===== config.mk =====
export PLATFORM = sky130hd
export DESIGN_NAME = apu_envelope_unit
export DESIGN_NICKNAME = d
export VERILOG_FILES = /design/src/rtl/apu_envelope_unit.sv
export SDC_FILE = /design/constraint.sdc
export NUM_CORES = 1
export LEC_CHECK = 0
export ABC_AREA = 1
export BUFFER_PORTS_ARGS = -buffer_cell sky130_fd_sc_hd__buf_2
export CAP_MARGIN = 20
export CORE_MARGIN = 4
export CORE_UTILIZATION = 57
export DETAILED_ROUTE_END_ITERATION = 10
export PLACE_DENSITY = 0.85
export SYNTH_ARGS = -nofsm -noshare
export SYNTH_HDL_FRONTEND = slang
export SYNTH_SLANG_ARGS = --single-unit

===== constraint.sdc =====
create_clock -name ACLK -period 3.65 [get_ports ACLK]
set_input_delay 0.73 -clock ACLK [delete_from_list [all_inputs] [get_ports ACLK]]
set_output_delay 0.73 -clock ACLK [all_outputs]
set_load 0.005 [all_outputs]

===== src/rtl/apu_envelope_unit.sv =====
// Volume envelope generator for the APU square/noise channels, clocked by the quarter-frame strobe.
// Optional macro ENVELOPE_MUTE_EN adds n_LCZERO, which forces VOL to zero while the length counter is zero.
module apu_envelope_unit #(
  parameter int PERIOD_W = 4
) (
  input  logic                ACLK,
  input  logic                n_RES,
  input  logic                nLFO1,
  input  logic                W_REG,
  input  logic                W_RESTART,
  input  logic [5:0]          DB,
`ifdef ENVELOPE_MUTE_EN
  input  logic                n_LCZERO,
`endif
  output logic [PERIOD_W-1:0] VOL,
  output logic                LHALT
);

  localparam logic [PERIOD_W-1:0] DECAY_MAX = {PERIOD_W{1'b1}};

  logic [PERIOD_W-1:0] r_period;
  logic                r_cvol;
  logic                r_loop;
  logic                r_start;
  logic [PERIOD_W-1:0] r_divider;
  logic [PERIOD_W-1:0] r_decay;
  logic                w_tick;
  logic [PERIOD_W-1:0] w_vol;

  assign w_tick = ~nLFO1;

  always_ff @(posedge ACLK or negedge n_RES) begin
    if (!n_RES) begin
      r_period  <= '0;
      r_cvol    <= 1'b0;
      r_loop    <= 1'b0;
      r_start   <= 1'b0;
      r_divider <= '0;
      r_decay   <= '0;
    end else begin
      // The tick always works from pre-edge period/loop; a same-cycle write lands afterwards.
      if (w_tick) begin
        if (r_start) begin
          r_decay   <= DECAY_MAX;
          r_divider <= r_period;
        end else if (r_divider == '0) begin
          r_divider <= r_period;
          if (r_decay != '0)
            r_decay <= r_decay - 1'b1;
          else if (r_loop)
            r_decay <= DECAY_MAX;
        end else begin
          r_divider <= r_divider - 1'b1;
        end
      end
      r_start <= W_RESTART | (r_start & ~w_tick);
      if (W_REG) begin
        r_loop   <= DB[5];
        r_cvol   <= DB[4];
        r_period <= PERIOD_W'(DB[3:0]);
      end
    end
  end

  assign w_vol = r_cvol ? r_period : r_decay;

`ifdef ENVELOPE_MUTE_EN
  assign VOL = n_LCZERO ? w_vol : '0;
`else
  assign VOL = w_vol;
`endif
  assign LHALT = r_loop;

endmodule

## Yosys cells after proc, flatten, opt, wreduce, memory -nomap -nowiden

Index checks and enable logic that the tools add are counted.

| cells by class | value |
|---|---|
| $add $sub $neg | 2 |
| multiply operators | 0 |
| divide/modulo/power cells | 0 |
| magnitude comparators | 0 |
| eq/ne operators | 0 |
| shift-type cells | 0 |
| multiplexer cells | 7 |
| bitwise operators | 3 |
| reduce and logical (&&, ||, !) cells | 5 |

Operators with widths:

| kind | number |
|---|---|
| 4-bit 2-to-1 mux | 7 |
| 4-bit by 1-bit subtractor with 4-bit output, second input constant | 2 |
| 4-bit logical NOT | 1 |
| 4-bit nonzero test | 1 |
| 3-bit AND reduction | 1 |
| 3-bit nonzero test | 1 |
| 2-bit nonzero test | 1 |
| 1-bit bitwise AND | 1 |
| 1-bit NOT | 1 |
| 1-bit OR | 1 |

| storage, ports and cells | value |
|---|---|
| register bits | 15 |
| bits in latches | 0 |
| memory bits (writable) | 0 |
| bits in read-only memories | 0 |
| bits of input ports | 11 |
| logic and storage cells | 23 |
| memories kept | 0 |

## Logic depth before layout (Yosys ltp)

| logic depth | value |
|---|---|
| depth after elaboration | 4 |
| mapped depth | 8 |
| mapped depth without buffers | 8 |

## Worst setup path before layout

OpenSTA, ideal clock, no wires.

| path | value |
|---|---|
| path type | register to output |
| from | register r_cvol |
| to | output port VOL[0] |
| arrival | 699 ps |
| required time | 2920 ps |
| slack | 2221 ps |
| cell stages (with the launch flop) | 3 |
| buffers on the path | 1 |
| path through | dfrtp_1 > clkbuf_1 > o21ai_0 |

| on the way | value |
|---|---|
| longest elaborated chain between the ends | 1 |

RTL lines:

| element | RTL line | RTL |
|---|---|---|
| start: declaration | 22 | `logic r_cvol;` |
| start signal: assignment | 59 | `r_cvol <= DB[4];` |
| 4-bit 2-to-1 mux | 65 | `assign w_vol = r_cvol ? r_period : r_decay;` |
| end: declaration | 15 | `output logic [PERIOD_W-1:0] VOL,` |

No other way between the ends.

## Final worst setup path

| path | value |
|---|---|
| from | register r_cvol |
| to | output port VOL[2] |

Same word-level chain as after synthesis.

==> reports/metrics.yaml <==
vdd_drop_max_mv: 0.3104
clock-sinks: 15
cp_max_fo: 9
rows: 13
clk_path_buf_depth: 2
cpMaxStageDelayCell: "dfrtp_1"
cp_slowest_stage_delay_ns: 0.47
p_comb_frac: 0.313
cellLeakagePower_nw: 0.5044
synth_area_leaders: "dfrtp_1, nand2_1, nand3_1, o21ai_0, mux2_2"
synth_fp_nets: 120
finalCriticalPeriod_ns: 1.811
setup_viol: 0
routed.top_layer: "met4"
yosysTopAreaCell: "dfrtp_1"
switching_share: 0.3601
grt_pass1_wl_mm: 2.918
synth_warnings: 0
drt_iter0_drc: 23
dr_wl_met2_um: 889
floorplan.initialDensity: 0.6330
finalCritPeriodShare: 0.4961
htreeDepth: 1
synth_edf_count: 0
holdBufCountCts: 0
synth_seq_area_share: 0.4392
avgSynthCellArea_um2: 7.987
syn_inst: 107
antenna_left: 0
io_buffers: 15
yosysUniqueCellTypes: 20
die_area_mm2: 0.002183
status: "finished, final reports clean"
grt_setup_unrepaired: "false"
crit_type: "reg2out"
drt-pass1-iter-count: 4
p_seq_frac: 0.479
synth.top_cell.area_share: 0.4392
clock_skew_ns: 0.005166
antenna_found_initial: 0
tightest_slew_ns: 0.3322
cts-resized-gates: 0
cts_root_buf: "clkbuf_4"
syn_area_um2: 854.6
maxCapViolations: 0
p_sw_mw: 0.1635
max_freq_ghz: 0.5523
hold_path_class: "in2async"
die_w_um: 46.72
cts_buffers: 3
total_power_mw: 0.4539
synthArstFlopShare: 1.000
met3_length_um: 91
grt_max_degree: 16
antenna_cells: 0
pin_count: 16
drv_slew: 0
synth_flop_cell: "dfrtp_1"
postCtsSetupBuffers: 0
clock_power_share: 0.208
clkTransAtPathRegs_ns: 0.09
clk_latency_ns: 0.28
drive_gt1_frac: 0.2903
dp_hpwl_mm: 1.366
ys_ff_latch: 15
met1_length_um: 737
p_int_mw: 0.2905
avgViaCountPerCell: 5.432
grt_pass1_vias: 709
grt_usage: 0.1934
finalSetupTns_ns: 0
drc: 0
design.core.area_mm2: 0.001350
overflow: 0
cp.buffers_inverters: 1
nets: 138
yosysMostFrequentCell: "nand2_1"
ys_top_cells_by_count: "nand2_1, dfrtp_1, nand3_1"
wire_per_inst_um: 12.55
syn2layout_area_growth_pct: 13.18
cts_tree: "done"
required_ns: 2.92
dr_total_vias: 755
cp-end-kind: "output port"
crit_family: "flip-flops"
p_per_area_mw_per_mm2: 469.4
die_y_um: 46.72
gp_congestion: 0.8312
arrival_ns: 1.08
path_cells: "o21ai_0 -> buf_2"
drt-total-wl_mm: 1.744
hold_viol_final: 0
relSlewSlack: 0.7785
startpoint_type: "flip-flop"
-- cells by family after synthesis --
kind of cell,count (synthesis),synth area share
AO/OA/AOI/OAI,11,0.06734
adder cells (fa/ha/maj),2,0.02928
buffers and inverters,17,0.07612
flip-flops,15,0.4392
multiplexers,4,0.05270
AND/OR/NAND/NOR,58,0.3353
-- worst reg2reg max path, cell delays in order (launching register included) --
cell and delay, ns:
dfrtp_1 0.39, inv_1 0.12, ha_1 0.23, nand3_4 0.09, nand2_4 0.11, nand3_2 0.13
nand2_1 0.10, nand2_1 0.06
-- cell usage in the layout, fill, tap and decap left out --
cell type / count
nand2_1: 32
dfrtp_1: 15
buf_2: 15
nand3_1: 11
inv_1: 9
o21ai_0: 9
inv_2: 6
nor2_1: 5
mux2_2: 4
clkbuf_4: 3
nand2_4: 2
nor2_2: 2
nand4_1: 2
ha_1: 2
o21bai_1: 1
nand3_4: 1
nor2_4: 1
nand3_2: 1
a21oi_1: 1
or2_1: 1
clkinv_2: 1
-- state kept, by name (all words and copies together) (netlist names) --
name	flops
r_start	1
LHALT	1
r_decay	4
r_divider	4
r_cvol	1
r_period	4
-- path summary, 6_finish.rpt --
kind / from / to / slack [ns] / depth (start not counted)
min reg2reg: r_divider[1] / r_divider[1] / 0.51 / 2
min: n_RES / r_decay[3] / 0.33 / 1
max: r_cvol / VOL[2] / 1.84 / 2
max in group asynchronous: n_RES / r_period[0] / 3.07 / 1
max reg2reg: r_divider[0] / r_decay[0] / 2.31 / 7
min in group ACLK: r_divider[1] / r_divider[1] / 0.51 / 2
-- through the flow --
stage,setup WS [ns],utilization,cell area [um2],hold slack [ns],cells
after floorplan,2.221,-,854.6,0.4344,107
after global placement,2.209,0.6960,939.7,0.4831,135
after detailed placement,2.158,0.6960,939.7,0.4896,135
after CTS,1.837,0.7164,967.2,0.3388,139
after global routing,1.748,0.7164,967.2,0.3490,139
final,1.839,0.7164,967.2,0.3278,139
-- power by group through the flow --
| stage | sequential [mW] | clock (mW) | combinational (mW) |
|---|---|---|---|
| CTS | 0.216 | 0.0960 | 0.144 |
| global placement | 0.218 | 0 | 0.136 |
| finish | 0.217 | 0.0946 | 0.142 |
| global route | 0.220 | 0.102 | 0.165 |
| detailed placement | 0.220 | 0 | 0.142 |
| floorplan | 0.213 | 0 | 0.106 |
-- layout make-up --
type	instances	area, um2
inverter	15	56.30
sequential	15	375.4
tap	15	18.77
fill	104	382.9
timing repair buffer	15	75.07
clock inverter	1	5.005
multi-input combinational	75	414.1
clock buffer	3	22.52
-- layer usage --
metal,global-route usage,up-vias
li1,-,375
met4,0.07735,0
met3,0.02344,4
met5,0,-
met2,0.3516,22
met1,0.2293,354
(Power assumes the default switching activity.)
